### src/rtl/bin_to_bcd_seq.sv
// -----------------------------------------------------------------------------
// bin_to_bcd_seq
//
// Sequential double-dabble binary-to-BCD converter. One bit of the captured
// operand is shifted into the BCD register per clock. Before every shift, each
// 4-bit digit gets the add-3 correction. A conversion takes WIDTH shift cycles.
// The result lands on bcd_out on the same edge that raises the one-cycle done
// pulse.
//
// Parameters
//   WIDTH   binary operand width (>= 1)
//   DIGITS  number of packed BCD digits on bcd_out (4 bits each)
//
// Ports
//   clk      in   rising-edge clock
//   reset    in   asynchronous, active-high reset
//   start    in   conversion request; only looked at while idle
//   bin_in   in   [WIDTH-1:0] unsigned operand, captured on an accepted start
//   busy     out  high while shifting
//   done     out  one-cycle completion pulse
//   bcd_out  out  [4*DIGITS-1:0] packed BCD, digit 0 (ones) in [3:0]; holds
//                 the last result until the next completion
//   ovf      out  only when BCD_OVERFLOW_EN is defined: set when the operand
//                 did not fit in DIGITS decimal digits; registered with done
//
// Optional feature macro: BCD_OVERFLOW_EN (adds the ovf port and carry-out
// tracking). Without it, results are still truncated to value mod 10^DIGITS.
// -----------------------------------------------------------------------------
module bin_to_bcd_seq #(
   parameter int WIDTH  = 8,
   parameter int DIGITS = 3
) (
   input  logic                  clk,
   input  logic                  reset,
   input  logic                  start,
   input  logic [WIDTH-1:0]      bin_in,
   output logic                  busy,
   output logic                  done,
   output logic [4*DIGITS-1:0]   bcd_out
`ifdef BCD_OVERFLOW_EN
   ,
   output logic                  ovf
`endif
);

   localparam int CNT_W = $clog2(WIDTH + 1);
   localparam int BCD_W = 4 * DIGITS;

   typedef enum logic {
      IDLE  = 1'b0,
      SHIFT = 1'b1
   } state_t;

   state_t             state;
   logic [WIDTH-1:0]   bin_sr;
   logic [BCD_W-1:0]   bcd_sr;
   logic [CNT_W-1:0]   cnt;

   logic [BCD_W-1:0]   bcd_adj;      // bcd_sr after per-digit correction
   logic [BCD_W-1:0]   bcd_shifted;  // corrected digits shifted left by one
   logic               last_shift;

`ifdef BCD_OVERFLOW_EN
   logic               carry_out;    // bit leaving the top digit this cycle
   logic               ovf_acc;      // sticky carry-out over the conversion
`endif

   // Add-3 correction for one digit. Codes 10..15 never occur in a legal
   // conversion. They are forced to zero so a corrupted digit cannot propagate
   // a bogus carry.
   function automatic logic [3:0] dab_fix(input logic [3:0] d);
      if (d <= 4'd4) begin
         return d;
      end else if (d <= 4'd9) begin
         return d + 4'd3;
      end else begin
         return 4'd0;
      end
   endfunction

   for (genvar gi = 0; gi < DIGITS; gi++) begin : g_digit
      assign bcd_adj[4*gi +: 4] = dab_fix(bcd_sr[4*gi +: 4]);
   end

   // The corrected MSB of the top digit falls off the end. That drop is the
   // mod 10^DIGITS truncation.
   assign bcd_shifted = BCD_W'({bcd_adj, bin_sr[WIDTH-1]});
   assign last_shift  = (cnt == CNT_W'(WIDTH - 1));

`ifdef BCD_OVERFLOW_EN
   // A 1 leaving the top digit means the running value reached 10^DIGITS.
   // This happens iff the operand exceeds 10^DIGITS-1.
   assign carry_out = bcd_adj[BCD_W-1];
`endif

   always_ff @(posedge clk or posedge reset) begin
      if (reset) begin
         state   <= IDLE;
         bin_sr  <= '0;
         bcd_sr  <= '0;
         cnt     <= '0;
         busy    <= 1'b0;
         done    <= 1'b0;
         bcd_out <= '0;
`ifdef BCD_OVERFLOW_EN
         ovf_acc <= 1'b0;
         ovf     <= 1'b0;
`endif
      end else begin
         done <= 1'b0;
         case (state)
            IDLE: begin
               if (start) begin
                  bin_sr  <= bin_in;
                  bcd_sr  <= '0;
                  cnt     <= '0;
                  busy    <= 1'b1;
                  state   <= SHIFT;
`ifdef BCD_OVERFLOW_EN
                  ovf_acc <= 1'b0;
`endif
               end
            end

            SHIFT: begin
               bcd_sr <= bcd_shifted;
               bin_sr <= bin_sr << 1;
               cnt    <= cnt + CNT_W'(1);
`ifdef BCD_OVERFLOW_EN
               ovf_acc <= ovf_acc | carry_out;
`endif
               if (last_shift) begin
                  // Publish the result on the same edge as the done pulse.
                  // The FSM returns to IDLE, so a start in the done cycle
                  // is accepted immediately.
                  bcd_out <= bcd_shifted;
                  done    <= 1'b1;
                  busy    <= 1'b0;
                  state   <= IDLE;
`ifdef BCD_OVERFLOW_EN
                  ovf     <= ovf_acc | carry_out;
`endif
               end
            end

            default: begin
               state <= IDLE;
               busy  <= 1'b0;
            end
         endcase
      end
   end

endmodule
### config.mk
export PLATFORM = sky130hd
export DESIGN_NAME = bin_to_bcd_seq
export DESIGN_NICKNAME = d
export VERILOG_FILES = /design/src/rtl/bin_to_bcd_seq.sv
export SDC_FILE = /design/constraint.sdc
export NUM_CORES = 1
export LEC_CHECK = 0
export ABC_CLOCK_PERIOD_IN_PS = 2720
export CORE_MARGIN = 2
export CORE_UTILIZATION = 40
export CTS_CLUSTER_DIAMETER = 80
export DETAILED_ROUTE_END_ITERATION = 12
export PLACE_DENSITY = 0.73
export SLEW_MARGIN = 40
export SYNTH_ARGS = -nofsm -noshare
export SYNTH_HDL_FRONTEND = slang
export SYNTH_SLANG_ARGS = --single-unit
### constraint.sdc
create_clock -name clk -period 2.72 [get_ports clk]
set_input_delay 0.408 -clock clk [delete_from_list [all_inputs] [get_ports clk]]
set_output_delay 0.408 -clock clk [all_outputs]
set_load 0.01 [all_outputs]
[Word level (Yosys, flattened, before mapping)]
Index checks and enable logic that the tools add are counted.
W data, S select, Z words.
Cells by class
  add/subtract/negate cells: 4
  $lt $le $gt $ge: 6
  equal/unequal tests: 3
  mux-type cells: 20
  bitwise gates (word level): 1
  reduce and logical (&&, ||, !) cells: 2
Operators by type and width (number)
  $pmux W12 S2: 1
  $mux W4: 5
  $pmux W8 S2: 1
  $le A4 B3 Y1 const B: 3
  $le A4 B4 Y1 const B: 3
  $mux W12: 1
  $add A4 B2 Y4 const B: 2
  $mux W8: 1
  $pmux W4 S2: 1
  $mux W1: 6
  $mux W3: 2
  $add A4 B1 Y4 const B: 1
  $eq A4 B3 Y1 const B: 1
  $pmux W1 S2: 2
  $reduce_and A2 Y1: 2
  $add A3 B2 Y3 const B: 1
  $ne A2 B1 Y1 const B: 1
  $ne A2 B2 Y1 const B: 1
  $not A1 Y1: 1
Word-level totals
  register bits after elaboration: 39
  input bits: 11
  output and inout port bits: 14
  logic and storage cells: 43

[Depth between registers and ports, before layout]
  depth after elaboration: 4
  mapped depth: 7
  mapped depth without buffers: 6

[Worst setup path before layout]
No wires, ideal clock.
  path kind: reg-to-reg
  start: register bcd_sr[0]
  end: register bcd_out[2]
  setup time: 125 ps
  arrival time: 1459 ps
  required time: 2595 ps
  setup slack: 1135 ps
  stages on the path, launching flop included: 7
  buffers on the path: 0
  clock period less this slack: 1585 ps
  cells stage by stage: dfrtp_1 > inv_1 > ha_1 > or2_1 > a31oi_1 > o22ai_1 > mux2_4
On the way
  longest elaborated chain between the ends: 3
  elaborated cells between the ends (all ways): 5
  those cells by class: add/sub (1); order compare (2); mux (2)
RTL lines
  start: declaration: RTL line 56  | logic [BCD_W-1:0] bcd_sr;
  start signal: assignment: RTL line 126  | bcd_sr <= bcd_shifted;
  $add A4 B2 Y4 or $le A4 B4 Y1 (tied branches): RTL line 75, 74
  $mux W4: RTL line 74  | end else if (d <= 4'd9) begin
  $mux W4 *: RTL line 72  | if (d <= 4'd4) begin
  end signal: assignment: RTL line 136  | bcd_out <= bcd_shifted;
  end: declaration: RTL line 39  | output logic [4*DIGITS-1:0] bcd_out
Mark *: on every way between the ends. The rest lies on a longest branch, timed or not.
A chain may end at the register's enable or synchronous reset.

[Worst setup path in the final report]
Ends and elaborated chain as after synthesis.

==> impl_metrics.csv <==
group,metric,value,unit
outcome,run_status,"completed",
setup_path,worst-endpoint-arrival,1900,ps
global_route,overflow,0,
power_and_ir_drop,power,0.00276,W
floorplan,die_area,0.00547,mm^2
global_route,grt_max_degree,40,
power_and_ir_drop,p_seq_share,37.2,%
sta,fin_crit_sh,62.9,%
run,cap_violations,0,
power_and_ir_drop,switching_share,37.1,%
global_route,first_global_vias,1416,
global_route,grt_antenna_before_repair,0,
setup_path,crit_path_start_kind,"register",
cells_and_area,fin_nets,238,
clock_network,path_clk_slew,80,ps
detailed_routing,totalWireLength,3730,um
clock_network,cts-root-buf,"clkbuf_8",
yosys,ys_top_cells_by_count,"dfrtp_1, nand2_1, o21ai_0",
floorplan,pin_count,25,
detailed_routing,routedWlPerCell,13.0,um
hold_path,hold_path.class,"register to register",
yosys,synth.largest_area_cell,"dfrtp_1",
yosys,yosys-top-cells-area,"dfrtp_1, nand2_1, o21ai_0",
clock_network,cts_max_level,2,
placed_design,gp_congestion,0.827,
power_and_ir_drop,p_sw,0.00102,W
yosys,ys.flop_type,"dfrtp_1",
detailed_routing,wl_met3,106,um
clock_network,ctsResizeCount,0,
setup_path,crit_type,"register to register",
floorplan,initial_core_util,41.5,%
sta,worst_pin_slew,551,ps
clock_network,clk_path_buf_depth,2,
yosys,seq_area_frac_synth,49.8,%
yosys,avgSynthCellArea,9.99,um^2
yosys,synth_cell_type_count,38,
sta,timing.fmax,585,MHz
sta,skew,7.41,ps
yosys,postSynthRegisterBits,39,
yosys,synth.most_common_cell,"dfrtp_1",
yosys,synth_warnings,0,
yosys,synth-edff-count,0,
sta,rsz0062_at_grt,"no",
sta,hold_violations,0,
floorplan,fp-row-count,25,
yosys,synthCells,196,
power_and_ir_drop,peakVddDrop,0.000539,V
cells_and_area,drive_gt1_share,9.05,%
cells_and_area,stdcell_area,0.00238,mm^2
setup_path,reg2reg_slack,1010,ps
clock_network,clk_latency,290,ps
detailed_routing,remaining_drc_errors,0,
setup_path,cp_max_fo,7,
power_and_ir_drop,pwr-share-clk,18.6,%
sta,finalSetupViolations,0,
cells_and_area,antenna_cells,0,
cells_and_area,syn_to_final_growth,21.5,%
placed_design,portBuffers,24,
yosys,synth_area,0.00196,mm^2
clock_network,cts_hold_repair.buffers,0,
floorplan,fp.dieH,74.0,um
sta,fin_setup_tns,0,ps
power_and_ir_drop,pwr-share-comb,44.2,%
global_route,grt_pass1_wl,6380,um
detailed_routing,dr_wl_met2,1780,um
sta,min_period,1710,ps
power_and_ir_drop,p_leak,1.07,nW
detailed_routing,top_layer,"met4",
yosys,synth.net_count,214,
yosys,yosysTopAreaCellShare,49.8,%
yosys,async_reset_ff_share,100,%
setup_path,end_kind,"register",
power_and_ir_drop,power.density,1160,mW/mm^2
detailed_routing,wl_met1,1810,um
clock_network,clkSinkCount,39,
clock_network,cts_tree,"yes",
clock_network,post_cts_buffers,0,
power_and_ir_drop,internal_power,0.00173,W
floorplan,die_x,74.0,um
floorplan,core_area,0.00472,mm^2
detailed_routing,vias,1465,
sta,report.final.slew_viol_count,0,
clock_network,cts_made_buffers,5,
placed_design,placed_area,0.00226,mm^2
detailed_routing,dr.pass1.iters,4,
setup_path,cp.required,2910,ps
placed_design,dp_hpwl,2580,um
detailed_routing,viasPerCell,5.09,
sta,max_slew_margin,63.1,%
detailed_routing,ant_nets,0,
detailed_routing,drt_iter0_markers,109,
global_route,grt_usage,15.3,%
## layer usage
metal  GRT usage [%]  up-vias
li1                -      737
met1            19.8      697
met2            24.9       26
met3            4.34        5
met4            5.45        0
met5               0        -
## placed cells by master, fill, tap and decap left out, drive strengths merged
| cell | netlist | routed |
|---|---|---|
| or2 | 1 | 1 |
| nand3b | 1 | 1 |
| nand2b | 5 | 5 |
| o31ai | 1 | 1 |
| mux2i | 8 | 8 |
| ha | 7 | 7 |
| clkdlybuf4s50 | 0 | 24 |
| o21bai | 1 | 1 |
| nand4b | 1 | 1 |
| o32a | 1 | 1 |
| nor2b | 3 | 3 |
| clkbuf | 2 | 6 |
| buf | 8 | 3 |
| a22oi | 3 | 3 |
| nand2 | 25 | 25 |
| o21ai | 19 | 19 |
| xnor2 | 1 | 1 |
| a21o | 6 | 6 |
| a21oi | 7 | 7 |
| a2bb2oi | 1 | 1 |
| or3 | 1 | 1 |
| o22a | 1 | 1 |
| inv | 12 | 13 |
| dfrtp | 39 | 39 |
| bufinv | 0 | 1 |
| o21a | 1 | 1 |
| o31a | 1 | 1 |
| nand4 | 1 | 1 |
| nor2 | 9 | 9 |
| nor3 | 1 | 1 |
| o22ai | 9 | 9 |
| nor3b | 8 | 8 |
| a22o | 2 | 2 |
| a31oi | 3 | 3 |
| mux2 | 6 | 6 |
| a32o | 1 | 1 |
## logic make-up (layout without fill, tap and decap cells)
kind of cell,count (synthesis),in the layout,synth area share [%]
buffers and inverters,22,47,4.66
xor gates and xnor gates,1,1,0.447
AOI/OAI and AO/OA,57,57,18.3
adders and majority gates,7,7,4.47
muxes,14,14,7.73
DFF,39,39,49.8
and+or+nand+nor,56,56,14.5
## critical path: stages (launching register included)
cell and delay, ps:
dfrtp_1 420, inv_1 80, ha_1 280, or2_1 270
a31oi_1 170, o22ai_1 120, mux2_4 260
## flip-flops by register name, summed over array words and instances, names as in the netlist
register  flops
cnt           4
bcd_sr       12
bcd_out      12
busy          1
bin_sr        8
state         1
done          1
## final cells by class
type / instances / area, um^2
Inverter: 12 / 45.0
Timing Repair Buffer: 27 / 263
Clock inverter: 2 / 38.8
Tap cell: 67 / 83.8
Multi-Input combinational cell: 135 / 891
Sequential cell: 39 / 976
Fill cell: 447 / 2340
Clock buffer: 6 / 82.6
## final timing paths
check                                       start  cells past startpoint                     end
min in group asynchronous                   reset                      3   bcd_sr[0]$_DFFE_PP0P_
hold reg to reg            bcd_out[9]$_DFFE_PP0P_                      2  bcd_out[9]$_DFFE_PP0P_
hold / removal             bcd_out[9]$_DFFE_PP0P_                      2  bcd_out[9]$_DFFE_PP0P_
max in group asynchronous                   reset                      3  bcd_sr[11]$_DFFE_PP0P_
setup reg to reg            bcd_sr[0]$_DFFE_PP0P_                      6  bcd_out[2]$_DFFE_PP0P_
setup / recovery            bcd_sr[0]$_DFFE_PP0P_                      6  bcd_out[2]$_DFFE_PP0P_
## power groups by stage
stage	combinational (W)	clock, W	sequential [W]
floorplan	0.000858	0	0.00102
global placement	0.00119	0	0.00103
detailed placement	0.00123	0	0.00104
CTS	0.00123	0.000526	0.00103
global route	0.00138	0.000547	0.00107
finish	0.00122	0.000512	0.00103
## metrics by stage
stage | worst slack, ps | hold slack [ps] | instances | utilization (%)
after global routing | 877 | 507 | 288 | 50.4
after CTS | 1000 | 485 | 288 | 50.4
after floorplan | 1140 | 443 | 196 | -
after detailed placement | 1010 | 472 | 280 | 47.8
after global placement | 1050 | 465 | 280 | 47.8
final | 1010 | 481 | 288 | 50.4
(Power assumes the default switching activity.)
